--- src/rtl/bnn_pkg.sv ---
// Shared types and helpers for the sequential binarized fully-connected layer.
package bnn_pkg;

    typedef enum logic [1:0] {
        SIGN_GE   = 2'b00,
        SIGN_LT   = 2'b01,
        SIGN_ZERO = 2'b10,
        SIGN_ONE  = 2'b11
    } sign_e;

    typedef enum logic [1:0] {
        ST_IDLE,
        ST_RUN,
        ST_CMP,
        ST_OUT
    } state_e;

    function automatic int unsigned acc_width(input int unsigned bits);
        return $clog2(bits + 1);
    endfunction

endpackage

--- src/rtl/bnn_xnor_popcount.sv ---
// Combinational XNOR of one input chunk against one neuron's weight chunk, then popcount.
module bnn_xnor_popcount #(
    parameter int unsigned CHUNK_BITS = 32,
    parameter int unsigned CNT_W      = $clog2(CHUNK_BITS + 1)
) (
    input  logic [CHUNK_BITS-1:0] a_i,
    input  logic [CHUNK_BITS-1:0] b_i,
    output logic [CNT_W-1:0]      cnt_o
);

    logic [CHUNK_BITS-1:0] match;

    always_comb begin
        match = ~(a_i ^ b_i);
        cnt_o = '0;
        for (int unsigned i = 0; i < CHUNK_BITS; i++) begin
            cnt_o = cnt_o + CNT_W'(match[i]);
        end
    end

endmodule

--- src/rtl/bnn_seq_layer.sv ---
// Time-multiplexed binarized FC layer: PAR_NEURONS neurons per group, CHUNK_BITS input bits per cycle,
// weights/thresholds/signs fetched from external 1-cycle-latency memories.
module bnn_seq_layer
    import bnn_pkg::*;
#(
    parameter int unsigned IN_BITS     = 288,
    parameter int unsigned OUT_NEURONS = 64,
    parameter int unsigned PAR_NEURONS = 8,
    parameter int unsigned CHUNK_BITS  = 32,
    parameter int unsigned THR_W       = 10,
    parameter int unsigned BINARY_OUT  = 1,
    localparam int unsigned G     = OUT_NEURONS / PAR_NEURONS,
    localparam int unsigned C     = IN_BITS / CHUNK_BITS,
    localparam int unsigned ACC_W = acc_width(IN_BITS),
    localparam int unsigned OUT_W = (BINARY_OUT != 0) ? 1 : ACC_W,
    localparam int unsigned WA_W  = (G * C > 1) ? $clog2(G * C) : 1,
    localparam int unsigned TA_W  = (G > 1) ? $clog2(G) : 1
) (
    input  logic                              clk_i,
    input  logic                              rst_ni,
    input  logic                              clear_i,
    input  logic                              in_valid_i,
    output logic                              in_ready_o,
    input  logic [IN_BITS-1:0]                in_data_i,
    output logic [WA_W-1:0]                   wgt_addr_o,
    input  logic [PAR_NEURONS*CHUNK_BITS-1:0] wgt_data_i,
    output logic [TA_W-1:0]                   thr_addr_o,
    input  logic [PAR_NEURONS*THR_W-1:0]      thr_data_i,
    input  logic [PAR_NEURONS*2-1:0]          sign_data_i,
    output logic                              out_valid_o,
    input  logic                              out_ready_i,
    output logic [OUT_NEURONS*OUT_W-1:0]      out_data_o
);

    localparam int unsigned CW    = (C > 1) ? $clog2(C) : 1;
    localparam int unsigned CNT_W = $clog2(CHUNK_BITS + 1);

    if (OUT_NEURONS % PAR_NEURONS != 0) begin : g_chk_par
        $error("OUT_NEURONS must be a multiple of PAR_NEURONS");
    end
    if (IN_BITS % CHUNK_BITS != 0) begin : g_chk_chunk
        $error("IN_BITS must be a multiple of CHUNK_BITS");
    end
    if (THR_W < ACC_W) begin : g_chk_thr
        $error("THR_W must be at least ACC_W");
    end

    state_e state_q, state_d;
    logic [CW-1:0]   c_q, c_d;
    logic [TA_W-1:0] g_q, g_d;
    logic            rdy_q;
    logic [IN_BITS-1:0] in_q;

    // Stage 1: address issued last cycle, memory data is on the inputs now.
    logic            v1_q;
    logic [CW-1:0]   c1_q;
    logic [TA_W-1:0] g1_q;
    logic [ACC_W-1:0] acc_q  [PAR_NEURONS];
    logic [THR_W-1:0] thr_q  [PAR_NEURONS];
    logic [1:0]       sign_q [PAR_NEURONS];

    // Stage 2: group's final accumulators are registered, compare and store.
    logic            cmp_v_q;
    logic [TA_W-1:0] cmp_g_q;
    logic [OUT_W-1:0] cmp_res [PAR_NEURONS];
    logic [OUT_NEURONS*OUT_W-1:0] res_q, res_d, out_q;

    logic [CHUNK_BITS-1:0] chunk;
    logic [CNT_W-1:0]      pc [PAR_NEURONS];

    assign chunk = in_q[c1_q*CHUNK_BITS +: CHUNK_BITS];

    for (genvar p = 0; p < PAR_NEURONS; p++) begin : g_pc
        bnn_xnor_popcount #(
            .CHUNK_BITS (CHUNK_BITS),
            .CNT_W      (CNT_W)
        ) u_pc (
            .a_i   (chunk),
            .b_i   (wgt_data_i[p*CHUNK_BITS +: CHUNK_BITS]),
            .cnt_o (pc[p])
        );
    end

    always_ff @(posedge clk_i or negedge rst_ni) begin
        if (!rst_ni) begin
            state_q <= ST_IDLE;
            c_q     <= '0;
            g_q     <= '0;
        end else begin
            state_q <= state_d;
            c_q     <= c_d;
            g_q     <= g_d;
        end
    end

    always_comb begin
        state_d = state_q;
        c_d     = c_q;
        g_d     = g_q;
        if (clear_i) begin
            state_d = ST_IDLE;
            c_d     = '0;
            g_d     = '0;
        end else begin
            case (state_q)
                ST_IDLE: if (in_valid_i && rdy_q) state_d = ST_RUN;
                ST_RUN: begin
                    if (c_q == CW'(C - 1)) begin
                        c_d = '0;
                        if (g_q == TA_W'(G - 1)) begin
                            g_d     = '0;
                            state_d = ST_CMP;
                        end else begin
                            g_d = g_q + 1'b1;
                        end
                    end else begin
                        c_d = c_q + 1'b1;
                    end
                end
                ST_CMP: if (cmp_v_q && cmp_g_q == TA_W'(G - 1)) state_d = ST_OUT;
                ST_OUT: if (out_ready_i) state_d = ST_IDLE;
                default: state_d = ST_IDLE;
            endcase
        end
    end

    always_comb begin
        for (int unsigned p = 0; p < PAR_NEURONS; p++) begin
            cmp_res[p] = '0;
            if (BINARY_OUT == 0) begin
                cmp_res[p] = OUT_W'(acc_q[p]);
            end else begin
                case (sign_e'(sign_q[p]))
                    SIGN_GE:   cmp_res[p] = OUT_W'(THR_W'(acc_q[p]) >= thr_q[p]);
                    SIGN_LT:   cmp_res[p] = OUT_W'(THR_W'(acc_q[p]) < thr_q[p]);
                    SIGN_ZERO: cmp_res[p] = '0;
                    default:   cmp_res[p] = OUT_W'(1'b1);
                endcase
            end
        end
    end

    // Per-group results collect in res_q; out_q only updates when the last group lands,
    // so an aborted run never disturbs the presented output.
    always_comb begin
        res_d = res_q;
        for (int unsigned g = 0; g < G; g++) begin
            for (int unsigned p = 0; p < PAR_NEURONS; p++) begin
                if (cmp_v_q && cmp_g_q == TA_W'(g)) begin
                    res_d[(g*PAR_NEURONS + p)*OUT_W +: OUT_W] = cmp_res[p];
                end
            end
        end
    end

    always_ff @(posedge clk_i or negedge rst_ni) begin
        if (!rst_ni) begin
            rdy_q   <= 1'b0;
            in_q    <= '0;
            v1_q    <= 1'b0;
            c1_q    <= '0;
            g1_q    <= '0;
            cmp_v_q <= 1'b0;
            cmp_g_q <= '0;
            res_q   <= '0;
            out_q   <= '0;
            for (int unsigned p = 0; p < PAR_NEURONS; p++) begin
                acc_q[p]  <= '0;
                thr_q[p]  <= '0;
                sign_q[p] <= '0;
            end
        end else begin
            rdy_q <= 1'b1;
            if (state_q == ST_IDLE && in_valid_i && rdy_q && !clear_i) in_q <= in_data_i;
            if (clear_i) begin
                v1_q    <= 1'b0;
                cmp_v_q <= 1'b0;
            end else begin
                v1_q    <= (state_q == ST_RUN);
                c1_q    <= c_q;
                g1_q    <= g_q;
                cmp_v_q <= v1_q && (c1_q == CW'(C - 1));
                if (v1_q) begin
                    for (int unsigned p = 0; p < PAR_NEURONS; p++) begin
                        acc_q[p] <= (c1_q == '0) ? ACC_W'(pc[p]) : acc_q[p] + ACC_W'(pc[p]);
                        if (c1_q == CW'(C - 1)) begin
                            thr_q[p]  <= thr_data_i[p*THR_W +: THR_W];
                            sign_q[p] <= sign_data_i[p*2 +: 2];
                        end
                    end
                    if (c1_q == CW'(C - 1)) cmp_g_q <= g1_q;
                end
                res_q <= res_d;
                if (cmp_v_q && cmp_g_q == TA_W'(G - 1)) out_q <= res_d;
            end
        end
    end

    assign in_ready_o  = rdy_q && (state_q == ST_IDLE);
    assign out_valid_o = (state_q == ST_OUT);
    assign out_data_o  = out_q;
    assign wgt_addr_o  = WA_W'(g_q * C + c_q);
    assign thr_addr_o  = g_q;

endmodule

--- config.mk ---
export PLATFORM = sky130hd
export DESIGN_NAME = bnn_seq_layer
export DESIGN_NICKNAME = d
export VERILOG_FILES = /design/src/rtl/bnn_pkg.sv /design/src/rtl/bnn_xnor_popcount.sv /design/src/rtl/bnn_seq_layer.sv
export SDC_FILE = /design/constraint.sdc
export NUM_CORES = 2
export LEC_CHECK = 0
export CELL_PAD_IN_SITES_DETAIL_PLACEMENT = 1
export CELL_PAD_IN_SITES_GLOBAL_PLACEMENT = 1
export CORE_MARGIN = 4
export CORE_UTILIZATION = 38
export DETAILED_ROUTE_END_ITERATION = 8
export PLACE_DENSITY = 0.85
export REMOVE_ABC_BUFFERS = 1
export SLEW_MARGIN = 0
export SYNTH_ARGS = -nofsm -noshare
export SYNTH_HDL_FRONTEND = slang
export SYNTH_SLANG_ARGS = --single-unit
--- constraint.sdc ---
create_clock -name clk_i -period 8.23 [get_ports clk_i]
set_clock_uncertainty 0.15 [all_clocks]
set_input_delay 1.646 -clock clk_i [delete_from_list [all_inputs] [get_ports clk_i]]
set_output_delay 1.646 -clock clk_i [all_outputs]
set_load 0.1 [all_outputs]
==> results_dict.tcl <==
set metrics [dict create \
    cts_max_path_buffers 3 \
    routed_wl_um 173600 \
    final_common_cell "clkdlybuf4s50_1" \
    violations "setup timing" \
    setup_viol 22 \
    setup.worst_path.end_class "flop" \
    required_ns 8.61 \
    synth.avg_cell_area_um2 11.50 \
    dpl.hpwl_um 116800 \
    worstSetupEndpoint "acc_q[7]" \
    hold_viol 0 \
    timing.rr.start "c1_q[0]" \
    grt-busiest-layer "met2" \
    drive_gt1_share_pct 22.25 \
    die_y_um 324.3 \
    final_util_pct 52.96 \
    drcViolationCount 0 \
    fin_crit_sh_pct 104.1 \
    grt_pass1_wl_um 230300 \
    io_pins 721 \
    grt_use_met3_pct 7.055 \
    grtUsageMet1_pct 33.62 \
    reg2reg_depth 32 \
    grt_usage_pct 30.01 \
    rows 115 \
    synthCells 3306 \
    overflow 0 \
    worstSetupPathType "flop to flop" \
    portBuffers 720 \
    fin_setup_tns_ns -3.575 \
    slew_headroom_pct 11.50 \
    cp.arrival_ns 8.94 \
    vias 31640 \
    min_path_type "flop to flop" \
    crit_slowest_cell "fa_1" \
    r2r-end "acc_q[7]" \
    slowest_delay_ns 0.61 \
    dpl_cell_area_mm2 0.04786 \
    synth.distinct_cells 53 \
    critPathMaxFanout 9 \
    critPathLaunch "c1_q[0]" \
    die_w_um 324.3 \
    die-area_mm2 0.1051 \
    ys_seq_elements 598 \
    cts-root-buf "clkbuf_16" \
    drtIter0Drc 2546 \
    avgViaCountPerCell 5.618 \
    final_area_mm2 0.05236 \
    async_reset_ff_share_pct 100.0 \
    use_met2_pct 51.45 \
    rsz0062_at_grt "yes" \
    antenna_found_initial 82 \
    max_cap_viol_count 0 \
    postCtsHoldBufs 0 \
    firstDrtPassIters 5 \
    start_util_pct 38.45 \
    final_nets 5266 \
    timing.final.ws_setup_ns -0.3346 \
    final-max-slew-violation-count 0 \
    cts_tree "done" \
    ys.flop_type "dfrtp_1" \
    avgRoutedWirePerCell_um 30.82 \
    fin_crit_ns 8.565 \
    grt_max_degree 184 \
    ys.warnings.count 0 \
    outcome "finished with violations" \
    grt_pass1_vias 34900 \
    clock.fmax_ghz 0.1168 \
    seq_area_frac_synth_pct 39.37 \
    min-delay-start "out_data_o[51]" \
    cts_buffers 73 \
    mostFrequentLayoutCells "clkdlybuf4s50_1, dfrtp_1, inv_1" \
    worst_pin_slew_ns 1.328 \
    place.gp.congestion 0.9082 \
    cts.sinks 598 \
    ant_nets 0 \
    clk-insertion-delay-late_ns 0.65 \
    clk_pin_slew_ns 0.06 \
    synthesis.area_mm2 0.03801 \
    synth_edf_count 0 \
    start_kind "flop" \
    syn2layout_area_growth_pct 37.75 \
    cpMostUsedCell "fa_1" \
    reg2reg_slack_ns -0.33 \
    htreeDepth 3 \
    core-area_mm2 0.09885 \
]
[per-layer routing]
metal | vias up | part of all wire [%]
met2 | 1769 | 48
met1 | 16110 | 35
met5 | - | 0.031
li1 | 13010 | -
met3 | 748 | 7.8
met4 | 8 | 9.1
[worst max-delay path, delay by kind of cell, from the launching register on]
family,cells,cell delay (ns)
simple gates,3,0.46
flops,1,0.51
fa+ha+maj,9,4.21
buf+inv,10,1.13
xor+xnor,2,0.58
compound gates,8,1.36
[worst min-delay path by stage]
stage | endpoint | slack, ns | cells past startpoint
final | out_data_o[51] | 0.32 | 2
after global placement | out_data_o[5] | 0.30 | 2
after detailed placement | out_data_o[41] | 0.31 | 2
after global routing | out_data_o[44] | 0.34 | 2
after CTS | out_data_o[53] | 0.32 | 2
after floorplan | out_data_o[16] | 0.29 | 2
[layout make-up]
| class | count | area, um^2 |
|---|---|---|
| Timing Repair Buffer | 951 | 9558 |
| Fill cell | 10110 | 46490 |
| Tap cell | 1287 | 1610 |
| Clock inverter | 27 | 390.4 |
| Antenna cell | 79 | 197.7 |
| Clock buffer | 102 | 2190 |
| Inverter | 375 | 1408 |
| Sequential cell | 598 | 14980 |
| Multi-Input combinational cell | 2213 | 22030 |
[kinds of logic after synthesis]
| group | share of synthesized area [%] |
|---|---|
| AO/OA/AOI/OAI | 7.677 |
| XOR/XNOR | 7.259 |
| adder cells (fa/ha/maj) | 17.43 |
| buffers and inverters | 5.188 |
| flip-flops | 39.37 |
| multiplexers | 16.59 |
| other | 0.009866 |
| AND/OR/NAND/NOR | 6.465 |
[through the flow]
step,setup WS (ns),hold WS (ns),std cells
3_5_place_dp,-0.6564,0.3073,5357
4_1_cts,0.0008393,0.3217,5512
5_1_grt,-0.4360,0.3380,5615
2_1_floorplan,-4.499,0.2894,3186
6_report,-0.3346,0.3215,5632
3_3_place_gp,-0.5010,0.3015,5357
[synth_stat cells, drive strengths merged (3+ instances only)]
| cell type | instances | share of area [%] |
|---|---|---|
| dfrtp | 598 | 39 |
| mux2 | 393 | 12 |
| inv | 375 | 3.7 |
| nand2 | 281 | 2.8 |
| ha | 208 | 6.8 |
| fa | 201 | 11 |
| xnor2 | 178 | 4.1 |
| nor2 | 153 | 1.5 |
| xor2 | 137 | 3.2 |
| a21oi | 123 | 1.6 |
| o21ai | 108 | 2.4 |
| buf | 65 | 0.94 |
| mux4 | 64 | 3.8 |
| clkbuf | 55 | 0.54 |
| nand3 | 45 | 0.59 |
| mux2i | 44 | 1.2 |
| a31oi | 40 | 0.66 |
| a21o | 26 | 0.51 |
| o21a | 22 | 0.43 |
| nor3 | 21 | 0.28 |
| o211ai | 21 | 0.41 |
| a221o | 16 | 0.42 |
| nand2b | 16 | 0.26 |
| or3 | 16 | 0.26 |
| a211oi | 10 | 0.20 |
| nand4b | 10 | 0.23 |
| nand4 | 9 | 0.15 |
| a221oi | 8 | 0.18 |
| a22oi | 8 | 0.16 |
| a31o | 8 | 0.18 |
| o21bai | 8 | 0.16 |
| o31ai | 8 | 0.16 |
| or4 | 8 | 0.16 |
| nor2b | 4 | 0.066 |
| a211o | 3 | 0.069 |
| and2 | 3 | 0.049 |
| o2111a | 3 | 0.089 |
| or2 | 3 | 0.049 |
[what timing repair did]
action / 4_1_cts / 5_1_grt
cloned: 0 / 1
setup buffers: 27 / 43
setup endpoints to repair: 50 / 50
pin swaps: 48 / 94
resized for setup: 85 / 168
[flip-flops by register name, summed over array words and instances, names as in the netlist, 4 cells and up]
name / cells
sign_q: 16
acc_q: 72
c_q: 4
thr_q: 80
c1_q: 4
in_q: 288
out_data_o: 64
res_q: 56
Power is not shown: default switching activity piles up to over one toggle a cycle in this logic, so the estimate is an artifact.
